<file path="src/rtl/bpsk_demodulator.sv">
// bpsk_demodulator
//   Hard-decision BPSK receiver. Correlates offset-binary carrier samples against the
//   20-entry reference sine (same table as the modulator) over one symbol and emits one
//   bit per symbol.
//
// Ports
//   clk          in   rising-edge clock
//   rst          in   synchronous reset, active-high
//   enable       in   demodulator on; low aborts the current symbol and returns to idle
//   sample_in    in   offset-binary carrier sample (DATA_WIDTH)
//   sample_valid in   sample_in valid this cycle
//   sof          in   with sample_valid, marks phase index 0 of a symbol
//   bit_out      out  decided bit: 0 = in-phase (corr >= 0), 1 = inverted
//   bit_valid    out  one-cycle pulse, bit_out and corr_out are new
//   corr_out     out  signed final correlation of the last symbol (ACC_WIDTH)
//
// Build option
//   BPSK_DIFF_DECODE_EN : bit_out = hard decision XOR previous hard decision.

module bpsk_demodulator #(
    parameter int unsigned DATA_WIDTH        = 12,
    parameter int unsigned SINE_RESOLUTION   = 20,
    parameter int unsigned CYCLES_PER_SYMBOL = 1,
    parameter int unsigned MIDPOINT          = 2047,
    parameter int unsigned ACC_WIDTH         = 32
) (
    input  logic                        clk,
    input  logic                        rst,
    input  logic                        enable,
    input  logic [DATA_WIDTH-1:0]       sample_in,
    input  logic                        sample_valid,
    input  logic                        sof,
    output logic                        bit_out,
    output logic                        bit_valid,
    output logic signed [ACC_WIDTH-1:0] corr_out
);

    localparam int unsigned SymLen = SINE_RESOLUTION * CYCLES_PER_SYMBOL;
    localparam int unsigned PhaseW = (SINE_RESOLUTION > 1) ? $clog2(SINE_RESOLUTION) : 1;
    localparam int unsigned CountW = (SymLen > 1) ? $clog2(SymLen) : 1;
    localparam int unsigned ProdW  = 2 * DATA_WIDTH + 2;

    localparam logic [PhaseW-1:0]          LastPhase = PhaseW'(SINE_RESOLUTION - 1);
    localparam logic [CountW-1:0]          LastCount = CountW'(SymLen - 1);
    localparam logic signed [DATA_WIDTH:0] MidS      = (DATA_WIDTH + 1)'(MIDPOINT);

    typedef enum logic [0:0] {StIdle, StAccum} state_e;

    function automatic logic [DATA_WIDTH-1:0] ref_sine(input logic [PhaseW-1:0] idx);
        logic [DATA_WIDTH-1:0] v;
        case (32'(idx))
            0:       v = DATA_WIDTH'(2047);
            1:       v = DATA_WIDTH'(2679);
            2:       v = DATA_WIDTH'(3250);
            3:       v = DATA_WIDTH'(3703);
            4:       v = DATA_WIDTH'(3993);
            5:       v = DATA_WIDTH'(4094);
            6:       v = DATA_WIDTH'(3993);
            7:       v = DATA_WIDTH'(3703);
            8:       v = DATA_WIDTH'(3250);
            9:       v = DATA_WIDTH'(2679);
            10:      v = DATA_WIDTH'(2047);
            11:      v = DATA_WIDTH'(1414);
            12:      v = DATA_WIDTH'(843);
            13:      v = DATA_WIDTH'(390);
            14:      v = DATA_WIDTH'(100);
            15:      v = DATA_WIDTH'(0);
            16:      v = DATA_WIDTH'(100);
            17:      v = DATA_WIDTH'(390);
            18:      v = DATA_WIDTH'(843);
            19:      v = DATA_WIDTH'(1414);
            default: v = DATA_WIDTH'(2047);
        endcase
        return v;
    endfunction

    state_e                      state_q, state_d;
    logic signed [ACC_WIDTH-1:0] acc_q, acc_d;
    logic [PhaseW-1:0]           phase_q, phase_d;
    logic [CountW-1:0]           count_q, count_d;
    logic signed [ACC_WIDTH-1:0] corr_q, corr_d;
    logic                        bit_q, bit_d;
    logic                        valid_q, valid_d;
`ifdef BPSK_DIFF_DECODE_EN
    logic                        prev_q, prev_d;
    logic                        prev_base;
`endif

    logic                        start;
    logic                        accept;
    logic [PhaseW-1:0]           cur_phase;
    logic [CountW-1:0]           cur_idx;
    logic signed [DATA_WIDTH:0]  s_off, r_off;
    logic signed [ProdW-1:0]     s_ext, r_ext, prod;
    logic signed [ACC_WIDTH-1:0] prod_ext, sum;
    logic                        hard;

    // Product path for the sample being accepted this cycle.
    always_comb begin
        // sof restarts the symbol from idle, or resyncs mid-symbol; at count 0 it is a no-op.
        start     = sample_valid && sof && ((state_q == StIdle) || (count_q != '0));
        accept    = enable && sample_valid && ((state_q == StAccum) || sof);
        cur_phase = start ? '0 : phase_q;
        cur_idx   = start ? '0 : count_q;
        s_off     = $signed({1'b0, sample_in}) - MidS;
        r_off     = $signed({1'b0, ref_sine(cur_phase)}) - MidS;
        s_ext     = {{(ProdW - DATA_WIDTH - 1){s_off[DATA_WIDTH]}}, s_off};
        r_ext     = {{(ProdW - DATA_WIDTH - 1){r_off[DATA_WIDTH]}}, r_off};
        prod      = s_ext * r_ext;
        prod_ext  = {{(ACC_WIDTH - ProdW){prod[ProdW-1]}}, prod};
        // A resync discards the partial sum.
        sum       = (start ? '0 : acc_q) + prod_ext;
        hard      = sum[ACC_WIDTH-1];
    end

    // Next-state logic.
    always_comb begin
        state_d = state_q;
        acc_d   = acc_q;
        phase_d = phase_q;
        count_d = count_q;
        corr_d  = corr_q;
        bit_d   = bit_q;
        valid_d = 1'b0;
`ifdef BPSK_DIFF_DECODE_EN
        prev_d    = prev_q;
        prev_base = start ? 1'b0 : prev_q;
`endif
        if (!enable) begin
            state_d = StIdle;
            acc_d   = '0;
            phase_d = '0;
            count_d = '0;
`ifdef BPSK_DIFF_DECODE_EN
            prev_d  = 1'b0;
`endif
        end else if (accept) begin
            state_d = StAccum;
`ifdef BPSK_DIFF_DECODE_EN
            prev_d  = prev_base;
`endif
            if (cur_idx == LastCount) begin
                corr_d  = sum;
                valid_d = 1'b1;
                acc_d   = '0;
                phase_d = '0;
                count_d = '0;
`ifdef BPSK_DIFF_DECODE_EN
                bit_d   = hard ^ prev_base;
                prev_d  = hard;
`else
                bit_d   = hard;
`endif
            end else begin
                acc_d   = sum;
                phase_d = (cur_phase == LastPhase) ? '0 : cur_phase + PhaseW'(1);
                count_d = cur_idx + CountW'(1);
            end
        end
    end

    always_ff @(posedge clk) begin
        if (rst) begin
            state_q <= StIdle;
            acc_q   <= '0;
            phase_q <= '0;
            count_q <= '0;
            corr_q  <= '0;
            bit_q   <= 1'b0;
            valid_q <= 1'b0;
`ifdef BPSK_DIFF_DECODE_EN
            prev_q  <= 1'b0;
`endif
        end else begin
            state_q <= state_d;
            acc_q   <= acc_d;
            phase_q <= phase_d;
            count_q <= count_d;
            corr_q  <= corr_d;
            bit_q   <= bit_d;
            valid_q <= valid_d;
`ifdef BPSK_DIFF_DECODE_EN
            prev_q  <= prev_d;
`endif
        end
    end

    assign bit_out   = bit_q;
    assign bit_valid = valid_q;
    assign corr_out  = corr_q;

endmodule

</file>
<file path="config.mk">
export PLATFORM = sky130hd
export DESIGN_NAME = bpsk_demodulator
export DESIGN_NICKNAME = d
export VERILOG_FILES = /design/src/rtl/bpsk_demodulator.sv
export SDC_FILE = /design/constraint.sdc
export NUM_CORES = 1
export LEC_CHECK = 0
export BUFFER_PORTS_ARGS = -buffer_cell sky130_fd_sc_hd__clkbuf_2
export CAP_MARGIN = 20
export CORE_AREA = 4 4 111 166
export DETAILED_ROUTE_END_ITERATION = 16
export DIE_AREA = 0 0 115 170
export PLACE_DENSITY = 0.94
export SYNTH_ARGS = -nofsm -noshare
export SYNTH_HDL_FRONTEND = slang
export SYNTH_SLANG_ARGS = --single-unit
</file>
<file path="constraint.sdc">
create_clock -name clk -period 17.8 [get_ports clk]
set_clock_uncertainty 0.05 [all_clocks]
set_input_delay 0.89 -clock clk [delete_from_list [all_inputs] [get_ports clk]]
set_output_delay 0.89 -clock clk [all_outputs]
set_load 0.05 [all_outputs]
</file>
==> PnR_summary.wiki <==
{| class="wikitable"
! Metric !! Value
|-
| Post-synth EDFFs || 0
|-
| Number of cells in the design after placement || 1619
|-
| Standard cell with the maximum stage delay on the critical path || fa_1
|-
| RePlAce Congestion || 1.02
|-
| Worst relative slew slack || 28.7%
|-
| Utilization after layout || 72.6%
|-
| Placeable core area || 17100 sq um
|-
| Global-route wire length before repair || 50900 um
|-
| Worst flop-to-flop path endpoint || acc_q[31]
|-
| Max Clk Rate || 80.5 MHz
|-
| Vias per cell || 6.19
|-
| Number of sinks handled by clock tree synthesis || 76
|-
| Number of gates resized after cts || 0
|-
| Cell row count || 59
|-
| Pwr/cell area || 58.5 nW/um^2
|-
| Library cell used as clock root buffer || clkbuf_16
|-
| Proportion of layout cells with a drive suffix above 1 || 7.09%
|-
| Setup WS pre-CTS || 5370 ps
|-
| Overall power after layout || 0.727 mW
|-
| Number of warning messages in the yosys log || 0
|-
| Number of buffers inserted for hold repair after clock tree synthesis || 0
|-
| Distinct cell type count of the synthesized netlist || 73
|-
| Status || finished clean
|-
| Startpoint Class || register
|-
| WHS Endpoint || corr_out[4]
|-
| Combinational share of power || 51.2%
|-
| Initial antenna violation count || 0
|-
| RSZ-0062 raised after global routing || false
|-
| Share of the clock period used by the worst path after layout || 69.8%
|-
| Clock slew at reported path FFs || 60 ps
|-
| Vertical die dimension || 170 um
|-
| Maximum fanout count along the critical path || 50
|-
| Total leakage power || 6.15 nW
|-
| Library cell appearing most often on the critical path || fa_1
|-
| Worst hold-check slack || 409 ps
|-
| Dpl hpwl || 23900 um
|-
| Grt total ovfl || 0
|-
| Worst hold start || corr_out[4]
|-
| Post-route antenna net violation count || 0
|-
| Total inserted antenna cells || 0
|-
| Largest area contributor in the synthesized netlist || fa_1
|-
| Total Die Area || 19600 sq um
|-
| Sum of buffers and inverters on the critical path || 5
|-
| Synthesized area per cell || 8.38 sq um
|-
| VDD IR-drop max || 0.000106 V
|-
| Setup violation total in the final timing report || 0
|-
| Area share of the largest cell type after synthesis || 28.0%
|-
| Net switching power || 0.301 mW
|-
| Worst flop-to-flop path startpoint || count_q[4]
|-
| Number of nets in the layout || 1710
|-
| Crit Path Class || reg2reg
|-
| Number of standard cells after synthesis || 1399
|-
| CTS tree || yes
|-
| Worst-case reg-to-reg path depth || 44
|-
| Vias || 10.1k
|-
| Count of routing violations after the opening detailed-route iteration || 675
|-
| Data arrival time of the critical path || 12580 ps
|-
| Input/output buffers || 50
|-
| Largest stage delay on the critical path || 610 ps
|-
| Sequential element share of the synthesized area || 13.0%
|-
| Initial core utilization || 68.4%
|-
| Setup TNS Final || 0 ps
|-
| Max Cap Viol || 0
|-
| Number of buffers on the longest clock path || 2
|-
| DRT Pass-1 Iters || 7
|-
| Switching share of power || 41.3%
|-
| Number of register bits inferred by synthesis || 76
|-
| Post-synthesis to final-layout area growth || 6.14%
|-
| Nature of the critical path endpoint || register
|-
| Dominant register cell in the synthesized netlist || dfxtp_1
|-
| Remaining design rule violation count || 0
|-
| Final instance area || 12400 sq um
|-
| Via count of the first global-routing pass || 10.7k
|-
| Max H-tree Level || 3
|-
| Portion of total power attributed to the clock network || 24.9%
|-
| Crit path required time || 17950 ps
|-
| Die outline width || 115 um
|-
| Endpoints failing hold || 0
|-
| Syn Nets || 1689
|-
| TritonCTS Buffers || 9
|-
| Transition at the pin with the smallest max-transition slack || 1070 ps
|-
| Clock latency at the later pin of the worst-skew pair || 340 ps
|-
| Setup repair bufs after CTS || 0
|-
| Number of standard cells in the layout, taps in and fillers out || 1638
|-
| Final worst slack || 5370 ps
|-
| Final wirelength || 30700 um
|-
| Final worst path period need || 12430 ps
|-
| Cell depth of the worst min-delay path || 2
|-
| Worst-case register-to-register setup slack || 5370 ps
|-
| Worst min-delay path category || reg2reg
|-
| Reg power frac || 23.8%
|-
| Total track usage || 32.4%
|-
| Total internal power || 0.427 mW
|-
| Cell Area, Synth || 11700 sq um
|-
| Routed length per placed instance || 18.7 um
|-
| Kind of cell adding the most delay to the critical path || adder cells
|-
| Area of placed instances || 12100 sq um
|-
| Share of async-settable or async-resettable flops after synthesis || 0%
|-
| Top-Level Pins || 51
|-
| Area contributors post-synth || fa_1 (28%), dfxtp_1 (13%), ha_1 (12%)
|-
| Maximum number of pins on one net before global-route repair || 51
|-
| Final count of pins violating max slew || 0
|}
==> synth_stat cells, drive strengths merged, types with 30 or more instances <==
cell / n
dfxtp: 76
xnor2: 61
a22oi: 30
ha: 109
inv: 178
nor2: 159
clkbuf: 43
o21ai: 37
and2: 50
fa: 164
nand2: 171
a21oi: 78
==> metal layers <==
metal  routed length, um  up-vias  global-route usage [%]
met5                   0        -                       0
met4                2150        0                    20.1
met3                1870      172                    3.70
met2               16000      517                    57.6
met1               10700     4886                    36.6
li1                    -     4572                       -
==> worst register-to-register path, delay by kind of cell (launching register included) <==
family                     cells  cell delay [ps]
xor gates and xnor gates       2              290
DFF                            1              340
AOI/OAI and AO/OA             12             2340
muxes                          1              170
buffers and inverters          5              880
and+or+nand+nor               14             3540
adders and majority gates     10             4680
==> worst max-delay path by stage <==
stage / from / end / slack, ps / cells after the start
6_report: count_q[4] / acc_q[31] / 5370 / 44
3_5_place_dp: sample_valid / acc_q[31] / 5370 / 40
3_3_place_gp: sample_valid / acc_q[31] / 5910 / 40
2_1_floorplan: count_q[4] / acc_q[31] / 6330 / 48
4_1_cts: count_q[4] / acc_q[31] / 5290 / 40
5_1_grt: count_q[4] / acc_q[31] / 4850 / 45
==> power groups by stage <==
| stage | sequential, mW | clock (mW) | combinational, mW |
|---|---|---|---|
| after floorplan | 0.176 | 0 | 0.272 |
| final | 0.173 | 0.181 | 0.372 |
| after detailed placement | 0.177 | 0 | 0.357 |
| after global routing | 0.173 | 0.190 | 0.413 |
| after CTS | 0.173 | 0.183 | 0.366 |
| after global placement | 0.177 | 0 | 0.342 |
==> layout make-up <==
| class | count | area, sq um |
|---|---|---|
| Multi-Input combinational cell | 1089 | 9300 |
| Fill cell | 1234 | 4690 |
| Sequential cell | 76 | 1520 |
| Inverter | 178 | 668 |
| Timing Repair Buffer | 66 | 390 |
| Tap cell | 213 | 267 |
| Clock buffer | 12 | 246 |
| Clock inverter | 4 | 48.8 |
==> logic make-up (layout without fill, tap and decap cells) <==
logic type	count (synthesis)	in the layout	share of synthesized area (%)
muxes	4	4	0.363
buffers and inverters	234	260	7.73
AOI/OAI and AO/OA	250	250	14.2
DFF	76	76	13.0
adders and majority gates	273	273	39.7
and+or+nand+nor	479	479	18.8
xor gates and xnor gates	83	83	6.32
==> sequential cells by signal, indices dropped and copies added, names as in the netlist <==
name	cells
acc_q	32
corr_out	32
count_q	5
phase_q	5
bit_valid	1
state_q	1
==> cell usage in the layout (no fill, tap or decap), types with 4 or more instances in the layout <==
cell type  instances
a211oi_1          11
a21o_1            24
a21oi_1           77
a22oi_1           30
a31oi_1            6
a32oi_1            4
and2_1            49
and3_1            11
buf_4             15
clkbuf_16          9
clkbuf_2          50
dfxtp_1           76
fa_1             164
ha_1             109
inv_1            178
nand2_1          170
nand2b_1          26
nand3_1           13
nor2_1           158
nor2b_1            9
nor3_1             8
o211ai_1           5
o21a_1            11
o21ai_0           28
o21ai_1            9
o21bai_1           5
o31a_1             6
o31ai_1            4
or3_1             11
xnor2_1           61
xor2_1            21
Note: power is estimated with default switching activity, not from simulation.
